**src/rtl/jtcontra_paldma.sv**
```systemverilog
// Palette upload engine: copies LEN source bytes into palette RAM at BASE+n.
// Ports: clk/rst, LVBL, start/abort, busy/done, src_* fetch, pal_*/cpu_* write.
// JTCONTRA_PALDMA_VBLANK_EN: when defined, fetches start only while LVBL=0.
module jtcontra_paldma #(
  parameter int         LEN  = 256,
  parameter logic [7:0] BASE = 8'h00
) (
  input  logic       clk,
  input  logic       rst,
  input  logic       LVBL,
  input  logic       start,
  input  logic       abort,
  output logic       busy,
  output logic       done,
  output logic       src_cs,
  output logic [7:0] src_addr,
  input  logic [7:0] src_data,
  input  logic       src_ok,
  output logic       pal_cs,
  output logic       cpu_rnw,
  output logic       cpu_cen,
  output logic [7:0] pal_addr,
  output logic [7:0] pal_din
);

  typedef enum logic [2:0] {
    S_IDLE,
    S_WAIT,
    S_FETCH,
    S_WRITE,
    S_DONE
  } state_t;

  // 9 bits so LEN=256 gives a last index of 255
  localparam logic [8:0] LAST = 9'(LEN - 1);

  state_t     state_q, state_d;
  logic [7:0] cnt_q, cnt_d;
  logic [7:0] din_q, din_d;
  logic [7:0] paddr_q, paddr_d;
  logic       busy_q, busy_d;
  logic       done_q, done_d;
  logic       cs_q, cs_d;
  logic       wr_q, wr_d;
  logic       rnw_q, rnw_d;
  logic       wait_ok;
  logic       last;

`ifdef JTCONTRA_PALDMA_VBLANK_EN
  assign wait_ok = ~LVBL;
`else
  logic unused_lvbl;
  assign unused_lvbl = LVBL;
  assign wait_ok     = 1'b1;
`endif

  assign last = {1'b0, cnt_q} == LAST;

  always_comb begin
    state_d = state_q;
    cnt_d   = cnt_q;
    din_d   = din_q;
    paddr_d = paddr_q;
    unique case (state_q)
      S_IDLE: begin
        if (start && !abort) begin
          state_d = S_WAIT;
          cnt_d   = 8'd0;
        end
      end
      S_WAIT: begin
        if (abort)        state_d = S_IDLE;
        else if (wait_ok) state_d = S_FETCH;
      end
      S_FETCH: begin
        if (abort) begin
          state_d = S_IDLE;
        end else if (src_ok) begin
          din_d   = src_data;
          state_d = S_WRITE;
        end
      end
      S_WRITE: begin
        // the write on the bus this cycle completes regardless of abort
        if (abort) begin
          state_d = S_IDLE;
        end else if (last) begin
          state_d = S_DONE;
        end else begin
          cnt_d   = cnt_q + 8'd1;
          state_d = S_WAIT;
        end
      end
      S_DONE:  state_d = S_IDLE;
      default: state_d = S_IDLE;
    endcase
    // outputs are registered from the next state
    busy_d = (state_d == S_WAIT) || (state_d == S_FETCH) ||
             (state_d == S_WRITE);
    done_d = state_d == S_DONE;
    cs_d   = state_d == S_FETCH;
    wr_d   = state_d == S_WRITE;
    rnw_d  = ~wr_d;
    if (wr_d) paddr_d = BASE + cnt_d;
  end

  always_ff @(posedge clk) begin
    if (rst) begin
      state_q <= S_IDLE;
      cnt_q   <= 8'd0;
      din_q   <= 8'd0;
      paddr_q <= 8'd0;
      busy_q  <= 1'b0;
      done_q  <= 1'b0;
      cs_q    <= 1'b0;
      wr_q    <= 1'b0;
      rnw_q   <= 1'b1;
    end else begin
      state_q <= state_d;
      cnt_q   <= cnt_d;
      din_q   <= din_d;
      paddr_q <= paddr_d;
      busy_q  <= busy_d;
      done_q  <= done_d;
      cs_q    <= cs_d;
      wr_q    <= wr_d;
      rnw_q   <= rnw_d;
    end
  end

  assign busy     = busy_q;
  assign done     = done_q;
  assign src_cs   = cs_q;
  assign src_addr = cnt_q;
  assign pal_cs   = wr_q;
  assign cpu_cen  = wr_q;
  assign cpu_rnw  = rnw_q;
  assign pal_addr = paddr_q;
  assign pal_din  = din_q;

endmodule

```
**config.mk**
```make
export PLATFORM = sky130hd
export DESIGN_NAME = jtcontra_paldma
export DESIGN_NICKNAME = d
export VERILOG_FILES = /design/src/rtl/jtcontra_paldma.sv
export SDC_FILE = /design/constraint.sdc
export NUM_CORES = 1
export LEC_CHECK = 0
export BUFFER_PORTS_ARGS = -buffer_cell sky130_fd_sc_hd__clkbuf_2
export CORE_MARGIN = 3
export CORE_UTILIZATION = 25
export CTS_BUF_LIST = sky130_fd_sc_hd__clkbuf_2
export DETAILED_ROUTE_END_ITERATION = 8
export HOLD_SLACK_MARGIN = 0.06
export SETUP_SLACK_MARGIN = 0.4
export SYNTH_ARGS = -nofsm -noshare
export SYNTH_HDL_FRONTEND = slang
export SYNTH_SLANG_ARGS = --single-unit
```
**constraint.sdc**
```tcl
create_clock -name clk -period 1.9 [get_ports clk]
set_clock_uncertainty 0.05 [all_clocks]
set_input_delay 0.095 -clock clk [delete_from_list [all_inputs] [get_ports clk]]
set_output_delay 0.095 -clock clk [all_outputs]
set_load 0.1 [all_outputs]
```
==> metrics.md, run 1 <==
| Metric | Value |
|---|---|
| Status | `finished clean` |
| Vias in the first global route | `1,239` |
| Worst setup margin | `343 ps` |
| Largest area contributor in the netlist | `dfxtp_1` |
| Die area | `0.00619 sq mm` |
| CP Class | `flop to flop` |
| Routability Congestion | `0.884` |
| Ys async rst share | `0` |
| Min-delay src | `src_ok` |
| Crit Path Max Fanout | `4` |
| Critical R2R Launch | `state_q[0]$_SDFF_PP0_` |
| Final Cycle Share | `0.820` |
| Antenna-violating nets left | `0` |
| Global-route wire length before repair | `6220 um` |
| Slew headroom | `0.571` |
| Ant. Diodes | `0` |
| DRC violations left | `0` |
| GRT overflow | `0` |
| Final Net Count | `231` |
| IO Count | `44` |
| Maxcap violations | `0` |
| Startpoint Class | `flop` |
| Hold crit path type | `primary input to flop` |
| Top_reg_cell synth | `dfxtp_1` |
| Core Rows | `25` |
| Origin of the worst setup path | `state_q[0]$_SDFF_PP0_` |
| DR WL/cell | `14.6 um` |
| Mapped Area | `0.00132 sq mm` |
| Chip width | `78.7 um` |
| Maximum vdd drop | `267 uV` |
| Worst slew pin tran | `644 ps` |
| Final setup vio count | `0` |
| Post-synthesis sequential area ratio | `0.485` |
| Synth warn | `0` |
| Synth unique cells | `39` |
| Final HPWL DP | `2560 um` |
| WP data required | `2100 ps` |
| Setup crit end kind | `flop` |
| Starting Density | `0.269` |
| Flops & latches, synth | `32` |
| Drt pass-1 iters | `4` |
| Pwr Density | `556 mW/mm^2` |
| Port Buffers | `42` |
| Placeable Area | `0.00491 sq mm` |
| Dpl ws | `235 ps` |
| Most frequent cell after synthesis | `dfxtp_1` |
| Initial antenna violation count | `0` |
| Post-Synthesis Net Count | `169` |
| DR iter-0 viols | `60` |
| Syn Inst Count | `154` |
| Min cycle time layout | `1560 ps` |
| Hold Violations, Final | `0` |
| P_leak | `0.000773 uW` |
| Critical Path AT | `1760 ps` |
| RSZ-0062 raised after global routing | `true` |
| P&R area growth vs syn | `50.5%` |
| Post-Route WL | `4140 um` |
| H-tree Lvls | `2` |
| Root buf cell | `clkbuf_2` |
| Via/cell ratio | `4.68` |
| Total GRT Usage | `0.130` |
| CTS sink cnt | `32` |
| Worst-path clk slew | `170 ps` |
| Skew-Pair Late Insertion Delay | `360 ps` |
| Fin. max-slew vios | `0` |
| Largest net degree at the start of global routing | `31` |
| Top cells by count, synth | `dfxtp_1, nand2_1, nor2_1` |
| Syn Area/Cell | `8.58 sq um` |
| CTS buffer count | `5` |
| Final TNS setup | `0 ps` |
| CTS max path bufs | `2` |
| Fmax | `642 MHz` |
| Via count | `1,329` |
| Fraction of layout cells with a size suffix above 1 | `0.452` |
| Chip height | `78.7 um` |
| Synth area leaders | `dfxtp_1, nand2_1, a21oi_1, a211oi_1, nor2_1` |
| Yosys top cell area share | `0.485` |
| Number of flops mapped to enable cells by yosys | `0` |
| CTS tree | `yes` |
==> per-layer routing <==
layer	up-vias	track usage	wire length, um
met5	-	0	0
met4	0	0.0472	14
met3	2	0.0363	182
met2	29	0.186	1930
met1	624	0.184	2010
li1	674	-	-
==> repair_timing <==
item                                    in CTS  in global routing
pin swaps                                    5                  9
cloned                                       0                  2
resized for setup                           11                 27
endpoints found under the hold margin        8                  0
endpoints found under the setup margin      23                 27
setup buffers                                7                  2
hold buffers                                 8                  0
==> final timing paths <==
| check | to | slack (ps) | depth (start not counted) |
|---|---|---|---|
| min reg2reg | pal_din[3]$_SDFFE_PP0P_ | 410 | 2 |
| min | pal_addr[6]$_SDFFE_PP0P_ | 140 | 4 |
| max | src_addr[6]$_SDFF_PP0_ | 340 | 4 |
| max reg2reg | src_addr[6]$_SDFF_PP0_ | 340 | 4 |
==> worst max-delay path, cell delays in order (launching register included) <==
cell and delay [ps]:
dfxtp_4 400, or4b_1 520, a21o_1 210, o22ai_2 220, nor2_1 50
==> final cells by class <==
class / count / area (sq um)
Clock buffer: 5 / 25.0
Fill cell: 528 / 2920
Clock inverter: 3 / 13.8
Sequential cell: 32 / 681
Tap cell: 67 / 83.8
Multi-Input combinational cell: 110 / 762
Inverter: 5 / 18.8
Timing Repair Buffer: 62 / 404
==> per-stage QoR <==
| step | cell area, sq um | util | hold WS [ps] | total power, uW | cells |
|---|---|---|---|---|---|
| floorplan | 1370 | - | 181 | 744 | 154 |
| global placement | 1630 | 0.333 | 270 | 769 | 257 |
| detailed placement | 1630 | 0.333 | 274 | 770 | 257 |
| CTS | 1840 | 0.375 | 103 | 1110 | 280 |
| global route | 1990 | 0.405 | 139 | 1170 | 284 |
| finish | 1990 | 0.405 | 143 | 1110 | 284 |
==> cell families after synthesis <==
group,share of synthesized area
adders and majority gates,0.00947
and+or+nand+nor,0.252
xor gates and xnor gates,0.00663
DFF,0.485
buffers and inverters,0.0521
muxes,0.00852
AOI/OAI and AO/OA,0.187
==> registers in the layout, indices dropped and copies added, names as in the netlist <==
register,count
done,1
cpu_rnw,1
src_cs,1
cpu_cen,1
pal_addr,8
src_addr,8
busy,1
pal_din,8
state_q,3
==> report_power, final <==
group | switching, uW | leakage, uW | total [uW] | internal [uW]
Clock | 233 | 0.0000302 | 316 | 82.6
Combinational | 77.3 | 0.000476 | 122 | 45.1
Sequential | 4.30 | 0.000267 | 668 | 664
==> layout by cell type (no fill, tap or decap), types with 3 or more instances in the layout <==
| cell type | count |
|---|---|
| buf_6 | 5 |
| nor2_1 | 13 |
| dfxtp_4 | 10 |
| a21oi_1 | 12 |
| inv_1 | 5 |
| dlygate4sd3_1 | 8 |
| a311oi_1 | 3 |
| buf_4 | 7 |
| dfxtp_1 | 20 |
| clkbuf_2 | 45 |
| nand2_1 | 27 |
| a211oi_1 | 6 |
Note: power is estimated with default switching activity, not from simulation.
==> run 2: changes to the inputs <==
==> constraint.sdc (replaced) <==
create_clock -name clk -period 1.35 [get_ports clk]
set_clock_uncertainty 0.05 [all_clocks]
set_input_delay 0.0675 -clock clk [delete_from_list [all_inputs] [get_ports clk]]
set_output_delay 0.0675 -clock clk [all_outputs]
set_load 0.1 [all_outputs]
==> metrics.md, run 2 (synthesized netlist as in run 1, its figures left out) <==
| Metric | Value |
|---|---|
| Skew-Pair Late Insertion Delay | `360 ps` |
| Min cycle time layout | `1520 ps` |
| Commonest non-fill, non-tap cells in the layout | `buf_4, nand2_1, clkbuf_16` |
| Startpoint Class | `flop` |
| Buf/Inv on CP | `0` |
| Setup crit end kind | `flop` |
| Final TNS setup | `-1960 ps` |
| Fin. max-slew vios | `0` |
| Largest net degree at the start of global routing | `23` |
| Worst Hold Depth | `3` |
| Fmax | `657 MHz` |
| Terminus of the critical flop-to-flop path | `src_addr[6]$_SDFF_PP0_` |
| Reg-to-reg slack, setup | `-170 ps` |
| Clock power share | `0.356` |
| Finished Cell Area | `0.00293 sq mm` |
| Vias in the first global route | `1,548` |
| Chip width | `78.7 um` |
| Critical R2R Launch | `src_addr[0]$_SDFF_PP0_` |
| Placeable Area | `0.00491 sq mm` |
| Status | `complete, but fails checks` |
| Commonest non-fill, non-tap cell in the layout | `buf_4` |
| Routability Congestion | `0.845` |
| DR WL met3 | `217 um` |
| Global-route wire length before repair | `7330 um` |
| Critical Path AT | `1730 ps` |
| Die area | `0.00619 sq mm` |
| Chip height | `78.7 um` |
| P&R area growth vs syn | `122%` |
| Via/cell ratio | `4.74` |
| Failing checks | `setup timing` |
| Final Net Count | `262` |
| Drt pass-1 iters | `4` |
| Post-Route WL | `4640 um` |
| Hold endpoint | `pal_addr[5]$_SDFFE_PP0P_` |
| DR WL/cell | `14.7 um` |
| Top delay family on crit path | `compound AO/OA/AOI/OAI gates` |
| Maxcap violations | `0` |
| Met2 Wirelength | `2390 um` |
| Min-delay src | `src_ok` |
| Port Buffers | `42` |
| Root buf cell | `clkbuf_2` |
| DR iter-0 viols | `39` |
| Final Cycle Share | `1.13` |
| CTS tree | `yes` |
| Initial antenna violation count | `0` |
| GRT overflow | `0` |
| Logic pwr share | `0.121` |
| Sequential power share | `0.523` |
| Fraction of layout cells with a size suffix above 1 | `0.649` |
| Ant. Diodes | `0` |
| CTS max path bufs | `2` |
| Dpl cell area | `0.00194 sq mm` |
| Worst-path clk slew | `170 ps` |
| Starting Density | `0.269` |
| Dpl ws | `-238 ps` |
| Worst slew pin tran | `510 ps` |
| Core Rows | `25` |
| Pwr Density | `611 mW/mm^2` |
| RSZ-0062 raised after global routing | `true` |
| CTS buffer count | `5` |
| WP data required | `1560 ps` |
| CP Class | `flop to flop` |
| Worst setup margin | `-173 ps` |
| P_leak | `0.00117 uW` |
| Final setup vio count | `28` |
| Final HPWL DP | `2770 um` |
| Psw | `441 uW` |
| DRC violations left | `0` |
| Hold crit path type | `primary input to flop` |
| Top layer in use | `met4` |
| Total GRT Usage | `0.152` |
| Int Power | `1350 uW` |
| CTS sink cnt | `32` |
| Critical-path top delay cell | `dfxtp_4` |
| IO Count | `44` |
| Slew headroom | `0.660` |
| R2r worst-path depth | `5` |
| Antenna-violating nets left | `0` |
| Crit path cell chain | `ha_4 -> or3b_4 -> o31a_1 -> o22ai_2 -> nor2_1` |
| Via count | `1,492` |
| Met1 WL | `1870 um` |
| Slowest stage delay, CP | `390 ps` |
| Sw frac | `0.246` |
| Maximum vdd drop | `336 uV` |
| Hold Violations, Final | `0` |
| Crit Path Max Fanout | `4` |
| H-tree Lvls | `2` |
==> run 2: cell types whose count changed in the layout (fill, tap and decap cells not counted), sizes merged <==
| cell | change |
|---|---|
| and3 | -1 |
| clkinv | -2 |
| buf | +39 |
| bufinv | +1 |
| clkbuf | -6 |
==> run 2: tightest hold or removal path: stages <==
cell and delay [ps]:
clkbuf_2 130, and3_4 250, a211oi_2 70
==> run 2: metal layers <==
layer  vias to the layer above  GRT usage
met2                        57      0.273
li1                        740          -
met5                         -          0
met1                       680      0.163
met4                         0     0.0717
met3                        15     0.0420
==> run 2: worst max path at each step <==
| stage | slack, ps | cells after the start | to | start |
|---|---|---|---|---|
| final | -170 | 5 | src_addr[6]$_SDFF_PP0_ | src_addr[0]$_SDFF_PP0_ |
| after global routing | -240 | 6 | src_addr[2]$_SDFF_PP0_ | src_addr[0]$_SDFF_PP0_ |
| after CTS | -170 | 5 | src_addr[6]$_SDFF_PP0_ | src_addr[0]$_SDFF_PP0_ |
| after detailed placement | -240 | 5 | src_addr[6]$_SDFF_PP0_ | src_addr[1]$_SDFF_PP0_ |
| after global placement | -220 | 5 | src_addr[6]$_SDFF_PP0_ | src_addr[1]$_SDFF_PP0_ |
| after floorplan | -460 | 5 | src_addr[6]$_SDFF_PP0_ | src_addr[1]$_SDFF_PP0_ |
==> run 2: power by group through the flow <==
stage                     Clock, uW  Combinational (uW)  Sequential, uW
after floorplan                   0                48.7            1000
after global placement            0                 147             960
after detailed placement          0                 147             960
after CTS                       654                 200             939
after global routing            708                 229             938
final                           638                 216             936
==> run 2: repair_timing <==
| item | 4_1_cts | 5_1_grt |
|---|---|---|
| cloned | 1 | 0 |
| resized for setup | 117 | 24 |
| pin swaps | 20 | 8 |
| hold buffers | 8 | 0 |
| endpoints found under the hold margin | 8 | 0 |
| endpoints found under the setup margin | 62 | 62 |
| buffers inserted | 7 | 4 |
==> run 2: layout make-up <==
| cell class | count | area (sq um) |
|---|---|---|
| inverter | 5 | 18.8 |
| multi-input combinational | 109 | 782 |
| fill | 390 | 1980 |
| tap | 67 | 83.8 |
| sequential | 32 | 713 |
| clock buffer | 6 | 30.0 |
| timing repair buffer | 94 | 1270 |
| clock inverter | 2 | 35.0 |
==> run 2: per-stage QoR <==
| step | hold slack (ps) | std cells | util | power [uW] |
|---|---|---|---|---|
| 5_1_grt | 113 | 315 | 0.597 | 1880 |
| 2_1_floorplan | 146 | 154 | - | 1050 |
| 3_3_place_gp | 235 | 287 | 0.396 | 1110 |
| 3_5_place_dp | 240 | 287 | 0.396 | 1110 |
| 4_1_cts | 84.7 | 311 | 0.568 | 1790 |
| 6_report | 134 | 315 | 0.597 | 1790 |
